--- src/rtl/instr_fetch_if.sv ---
// Fetch-stage bus bundle: instruction memory port, hazard/redirect controls
// and the IF/ID pipeline register outputs.
interface instr_fetch_if #(
    parameter int ADDR_WIDTH  = 32,
    parameter int INSTR_WIDTH = 32
);
    logic [ADDR_WIDTH-1:0]  instr_addr;
    logic [INSTR_WIDTH-1:0] instr;
    logic                   stall;
    logic                   flush;
    logic                   branch_taken;
    logic [ADDR_WIDTH-1:0]  branch_target;
    logic                   jump;
    logic [ADDR_WIDTH-1:0]  jump_target;
    logic                   if_id_valid;
    logic [INSTR_WIDTH-1:0] if_id_instr;
    logic [ADDR_WIDTH-1:0]  if_id_pc_plus4;
    logic [31:0]            fetch_count;

    // The fetch unit drives addresses and the IF/ID register
    modport master (
        output instr_addr,
        input  instr,
        input  stall,
        input  flush,
        input  branch_taken,
        input  branch_target,
        input  jump,
        input  jump_target,
        output if_id_valid,
        output if_id_instr,
        output if_id_pc_plus4,
        output fetch_count
    );

    modport slave (
        input  instr_addr,
        output instr,
        output stall,
        output flush,
        output branch_taken,
        output branch_target,
        output jump,
        output jump_target,
        input  if_id_valid,
        input  if_id_instr,
        input  if_id_pc_plus4,
        input  fetch_count
    );
endinterface

--- src/rtl/instr_fetch.sv ---
// Instruction fetch stage: word-aligned PC with jump/branch/stall priority
// and an IF/ID register that supports flush and stall.
module instr_fetch #(
    parameter int                    ADDR_WIDTH  = 32,
    parameter int                    INSTR_WIDTH = 32,
    parameter logic [ADDR_WIDTH-1:0] RESET_PC    = '0
) (
    input  logic           clk,
    input  logic           rst_n,
    instr_fetch_if.master  bus
);
    typedef enum logic {
        BOOT,
        RUN
    } state_t;

    localparam logic [ADDR_WIDTH-1:0] ALIGN_MASK    = ~ADDR_WIDTH'(3);
    localparam logic [ADDR_WIDTH-1:0] RESET_PC_WORD = RESET_PC & ALIGN_MASK;

    state_t                 state;
    logic [ADDR_WIDTH-1:0]  pc;
    logic [ADDR_WIDTH-1:0]  pc_plus4;
    logic [ADDR_WIDTH-1:0]  pc_next;
    logic                   if_id_valid;
    logic [INSTR_WIDTH-1:0] if_id_instr;
    logic [ADDR_WIDTH-1:0]  if_id_pc_plus4;
    logic [31:0]            fetch_count;

    // Addition wraps naturally modulo 2^ADDR_WIDTH
    assign pc_plus4 = pc + ADDR_WIDTH'(4);

    always_comb begin
        pc_next = pc_plus4;
        if (bus.jump)
            pc_next = bus.jump_target & ALIGN_MASK;
        else if (bus.branch_taken)
            pc_next = bus.branch_target & ALIGN_MASK;
        else if (bus.stall)
            pc_next = pc;
    end

    // BOOT spends one edge after reset release so the first load sees RESET_PC
    always_ff @(posedge clk or negedge rst_n) begin
        if (!rst_n) begin
            state          <= BOOT;
            pc             <= RESET_PC_WORD;
            if_id_valid    <= 1'b0;
            if_id_instr    <= '0;
            if_id_pc_plus4 <= '0;
            fetch_count    <= '0;
        end else begin
            case (state)
                BOOT: begin
                    state <= RUN;
                end
                RUN: begin
                    pc <= pc_next;
                    if (bus.flush) begin
                        if_id_valid    <= 1'b0;
                        if_id_instr    <= '0;
                        if_id_pc_plus4 <= '0;
                    end else if (!bus.stall) begin
                        if_id_valid    <= 1'b1;
                        if_id_instr    <= bus.instr;
                        if_id_pc_plus4 <= pc_plus4;
                        if (fetch_count != '1)
                            fetch_count <= fetch_count + 32'd1;
                    end
                end
                default: begin
                    state <= BOOT;
                end
            endcase
        end
    end

    assign bus.instr_addr     = pc;
    assign bus.if_id_valid    = if_id_valid;
    assign bus.if_id_instr    = if_id_instr;
    assign bus.if_id_pc_plus4 = if_id_pc_plus4;
    assign bus.fetch_count    = fetch_count;
endmodule
--- src/flat_wrapper.sv ---
// flat-port wrapper written by rule: the top's interface ports become plain ports
module instr_fetch_flat 
#(
    parameter int                    ADDR_WIDTH  = 32,
    parameter int                    INSTR_WIDTH = 32,
    parameter logic [ADDR_WIDTH-1:0] RESET_PC    = '0
)
  (clk, rst_n, bus_instr_addr, bus_instr, bus_stall, bus_flush, bus_branch_taken, bus_branch_target, bus_jump, bus_jump_target, bus_if_id_valid, bus_if_id_instr, bus_if_id_pc_plus4, bus_fetch_count);
  instr_fetch_if #(.ADDR_WIDTH(ADDR_WIDTH), .INSTR_WIDTH(INSTR_WIDTH)) bus_i ();
  input  logic clk;
  input  logic rst_n;
  output wire logic [$bits(bus_i.instr_addr)-1:0] bus_instr_addr;
  input wire logic [$bits(bus_i.instr)-1:0] bus_instr;
  input wire logic [$bits(bus_i.stall)-1:0] bus_stall;
  input wire logic [$bits(bus_i.flush)-1:0] bus_flush;
  input wire logic [$bits(bus_i.branch_taken)-1:0] bus_branch_taken;
  input wire logic [$bits(bus_i.branch_target)-1:0] bus_branch_target;
  input wire logic [$bits(bus_i.jump)-1:0] bus_jump;
  input wire logic [$bits(bus_i.jump_target)-1:0] bus_jump_target;
  output wire logic [$bits(bus_i.if_id_valid)-1:0] bus_if_id_valid;
  output wire logic [$bits(bus_i.if_id_instr)-1:0] bus_if_id_instr;
  output wire logic [$bits(bus_i.if_id_pc_plus4)-1:0] bus_if_id_pc_plus4;
  output wire logic [$bits(bus_i.fetch_count)-1:0] bus_fetch_count;
  assign bus_instr_addr = bus_i.instr_addr;
  assign bus_i.instr = bus_instr;
  assign bus_i.stall = bus_stall;
  assign bus_i.flush = bus_flush;
  assign bus_i.branch_taken = bus_branch_taken;
  assign bus_i.branch_target = bus_branch_target;
  assign bus_i.jump = bus_jump;
  assign bus_i.jump_target = bus_jump_target;
  assign bus_if_id_valid = bus_i.if_id_valid;
  assign bus_if_id_instr = bus_i.if_id_instr;
  assign bus_if_id_pc_plus4 = bus_i.if_id_pc_plus4;
  assign bus_fetch_count = bus_i.fetch_count;
  instr_fetch #(.ADDR_WIDTH(ADDR_WIDTH), .INSTR_WIDTH(INSTR_WIDTH), .RESET_PC(RESET_PC)) u_core (.clk(clk), .rst_n(rst_n), .bus(bus_i));
endmodule
--- config.mk ---
export PLATFORM = sky130hd
export DESIGN_NAME = instr_fetch_flat
export DESIGN_NICKNAME = d
export VERILOG_FILES = /design/src/rtl/instr_fetch_if.sv /design/src/rtl/instr_fetch.sv /design/src/flat_wrapper.sv
export SDC_FILE = /design/constraint.sdc
export NUM_CORES = 1
export LEC_CHECK = 0
export ABC_AREA = 1
export BUFFER_PORTS_ARGS = -buffer_cell sky130_fd_sc_hd__buf_2
export CORE_UTILIZATION = 45
export CTS_BUF_LIST = sky130_fd_sc_hd__clkbuf_8
export CTS_CLUSTER_DIAMETER = 60
export DETAILED_ROUTE_END_ITERATION = 16
export PLACE_DENSITY = 0.75
export SLEW_MARGIN = 20
export SYNTH_ARGS = -nofsm -noshare
export SYNTH_HDL_FRONTEND = slang
export SYNTH_SLANG_ARGS = --single-unit
--- constraint.sdc ---
create_clock -name clk -period 1.7 [get_ports clk]
set_input_delay 0.085 -clock clk [delete_from_list [all_inputs] [get_ports clk]]
set_output_delay 0.085 -clock clk [all_outputs]
set_load 0.1 [all_outputs]
==> results.md <==
* PortBufs at 224
* Detail Route met2 WL at 12310 um
* Final Power at 10.84 mW
* Share of layout cells above drive strength 1 at 0.3633
* Area contributors post-synth: dfrtp_1, nand2_1, nor2_1
* Max stage delay on crit path at 0.41 ns
* CP top delay family: simple AND/OR/NAND/NOR gates
* CTS tree: built
* Overflow after GRT at 0
* Crit Path Category: reg -> reg
* Slew Limit Headroom at 0.6154
* Worst setup EP type: flip-flop
* Drt via density at 5.358
* Metal-1 WL at 10170 um
* Cell accounting for the most synthesized area: dfrtp_1
* Total GRT Usage at 0.3183
* Yosys warnings at 0
* Root Buffer: clkbuf_8
* H-Tree Depth at 4
* Global-route wire length before repair at 39720 um
* Placement Cell Area at 8966 um^2
* Rows at 45
* Peak VDD IR at 0.0007428 V
* RSZ-0062 raised after global routing: true
* Sequential area share after synthesis at 0.4545
* Fmax achieved at 569.2 MHz
* Setup TNS at -0.8562 ns
* Slew Viols, Final at 0
* NetSw at 5.233 mW
* Core box area at 15200 um^2
* Fin Hold WS at 0.01582 ns
* GPL Wtd Cong at 0.9575
* Final nets at 1404
* Dpl hpwl at 16770 um
* PD cells at 1022 nW/um^2
* Worst EP arrival at 2.15 ns
* Ys flop type: dfrtp_1
* Logic pwr share at 0.416
* Total I/O pin count at 231
* Min-delay worst type: in -> async
* Switching Fraction at 0.4827
* CP max-delay cell: dfrtp_4
* Top Metal Used: met4
* Fill count at 1205
* Commonest non-fill, non-tap cell in the layout: nand2_1
* Clock period minus worst slack at 1.757 ns
* Worst-Skew Late Latency at 0.46 ns
* Vias in the first global route at 8034
* PnR worst setup slack at -0.05680 ns
* Worst Tran Pin Value at 0.5768 ns
* Leak at 5.324 nW
* Status: finished with violations
* Residual DRC at 0
* 1st-iter DRT viols at 612
* Mapped Area at 6992 um^2
* Drt pass-1 iters at 5
* Crit path from: u_core.bus.fetch_count[23]$_DFFE_PN0P_
* Fin crit share at 1.033
* Post-synth EDFFs at 0
* Num CTS Buffers at 17
* Seq pwr share at 0.344
* Largest net degree at the start of global routing at 64
* Area Growth Syn to Fin at 51.70%
* DR vias at 8042
* Clock sinks at 127
* Antenna violations before repair at 0
* Violated checks: negative setup slack
* Yosys top cell area share at 0.4545
* Max-Cap Viols at 0
* Syn Area/Cell at 7.454 um^2
* Clk_skew at 0.01231 ns
* CTS Buffer Depth at 2
* Antenna Violating Nets Remaining at 0
* Reg2reg start: u_core.bus.fetch_count[23]$_DFFE_PN0P_
* Most frequent cells in the layout: nand2_1, buf_2, nor2_1
* Yosys cell types at 33
* Clock slew at reported path FFs at 0.08 ns
* Initial Util at 0.4599
* Crit-path cells: inv_1, nor3_2, inv_1, nor2_1, nand2_1, nor2_4, buf_6, inv_6, nand2_8, clkbuf_16, nand2_2, nand2_1
* Worst Path Max Fanout at 8
* Die W at 126.6 um
* Cells after synthesis at 938
* Ant. Diodes at 0
* DRT Wirelength at 25220 um
* Buffers plus inverters on the worst setup path at 5
* Worst path required time at 2.10 ns
* Pint at 5.607 mW
* Final hold violation count at 0
* Flops & latches, synth at 127
* Asr flop ratio synth at 1.000
* Post-route cell area at 10610 um^2
* WL met3 at 1954 um
* Die Span Y at 126.6 um
* Clock share of power at 0.240
* Crit start category: flip-flop
* Die area at 16040 um^2
* Drt wl/cell at 16.80 um
* Setup violators final at 30
-- cell families after synthesis --
group | after synthesis | synth area share
AO/OA/AOI/OAI | 154 | 0.1446
XOR/XNOR | 24 | 0.03006
AND/OR/NAND/NOR | 528 | 0.3058
flip-flops | 127 | 0.4545
buffers and inverters | 101 | 0.06031
adder cells (fa/ha/maj) | 2 | 0.003579
other | 2 | 0.001074
-- registers in the layout (all words and copies together), names as in the netlist --
register                   flops
u_core.bus.if_id_valid         1
u_core.state                   1
u_core.bus.fetch_count        32
u_core.bus.if_id_instr        32
u_core.bus.if_id_pc_plus4     31
u_core.bus.instr_addr         30
-- worst paths after layout --
| check | endpoint | slack, ns | depth (start not counted) |
|---|---|---|---|
| setup reg to reg | u_core.bus.fetch_count[4]$_DFFE_PN0P_ | -0.06 | 12 |
| min in group clk | u_core.bus.instr_addr[6]$_DFFE_PN0P_ | 0.02 | 5 |
| hold reg to reg | u_core.bus.if_id_pc_plus4[25]$_DFFE_PN0P_ | 0.48 | 1 |
| hold / removal | u_core.bus.fetch_count[6]$_DFFE_PN0P_ | 0.02 | 2 |
| setup / recovery | u_core.bus.fetch_count[4]$_DFFE_PN0P_ | -0.06 | 12 |
| max in group asynchronous | u_core.bus.fetch_count[20]$_DFFE_PN0P_ | 1.08 | 3 |
-- power groups by stage --
stage               logic, mW  clock network [mW]  registers (mW)
detailed placement       4.19                   0            3.76
global route             4.71                2.75            3.77
floorplan               0.866                   0            6.12
global placement         4.16                   0            3.76
CTS                      4.34                2.62            3.71
finish                   4.51                2.60            3.73
-- worst reg2reg max path, cell delays in order (launching register included) --
cell       delay (ns)
dfrtp_4          0.41
inv_1            0.07
nor3_2           0.24
inv_1            0.06
nor2_1           0.10
nand2_1          0.10
nor2_4           0.18
buf_6            0.13
inv_6            0.04
nand2_8          0.08
clkbuf_16        0.18
nand2_2          0.05
nand2_1          0.06
-- Yosys cell counts (2+ instances only) --
cell and n:
and2_1 3, nor2_2 5, nand3b_1 5, a21oi_1 60
buf_2 7, xnor2_1 5, nand4_1 3, buf_4 3
dfrtp_1 127, nand2_1 300, buf_1 7, inv_1 60
a21o_1 13, o21ai_0 20, nor2_4 2, nor3_1 16
ha_1 2, conb_1 2, inv_2 3, a22o_1 47
clkbuf_1 18, nor2_1 145, nand3_1 45, xor2_1 19
buf_6 3, nand2_2 2, a22oi_1 8, o22ai_1 3
-- through the flow --
stage,setup WS [ns],utilization,instances
floorplan,-0.1326,-,939
global placement,-0.1314,0.5898,1377
detailed placement,-0.2524,0.5898,1377
CTS,-0.05027,0.6737,1494
global route,-0.1550,0.6977,1501
finish,-0.05680,0.6977,1501
-- cell type report --
class                      count  area [um^2]  area share
tap                          188        235.2     0.02218
timing repair buffer         379         2651      0.2500
clock buffer                  17        234.0     0.02206
multi-input combinational    712         3764      0.3548
sequential                   127         3327      0.3137
inverter                      63        244.0     0.02300
clock inverter                15        151.4     0.01427
-- per-layer routing --
metal  up-vias  global-route usage
met2       415              0.5268
met5         -                   0
li1       3768                   -
met3        74             0.07507
met4         0              0.1488
met1      3785              0.3943
-- repair_timing --
item / 4_1_cts / 5_1_grt
cloned: 1 / 2
setup endpoints to repair: 36 / 67
gates resized for setup: 4 / 74
pin swaps: 4 / 15
setup buffers: 4 / 5
endpoints found under the hold margin: 189 / 0
hold buffers: 80 / 0
(Power assumes the default switching activity.)
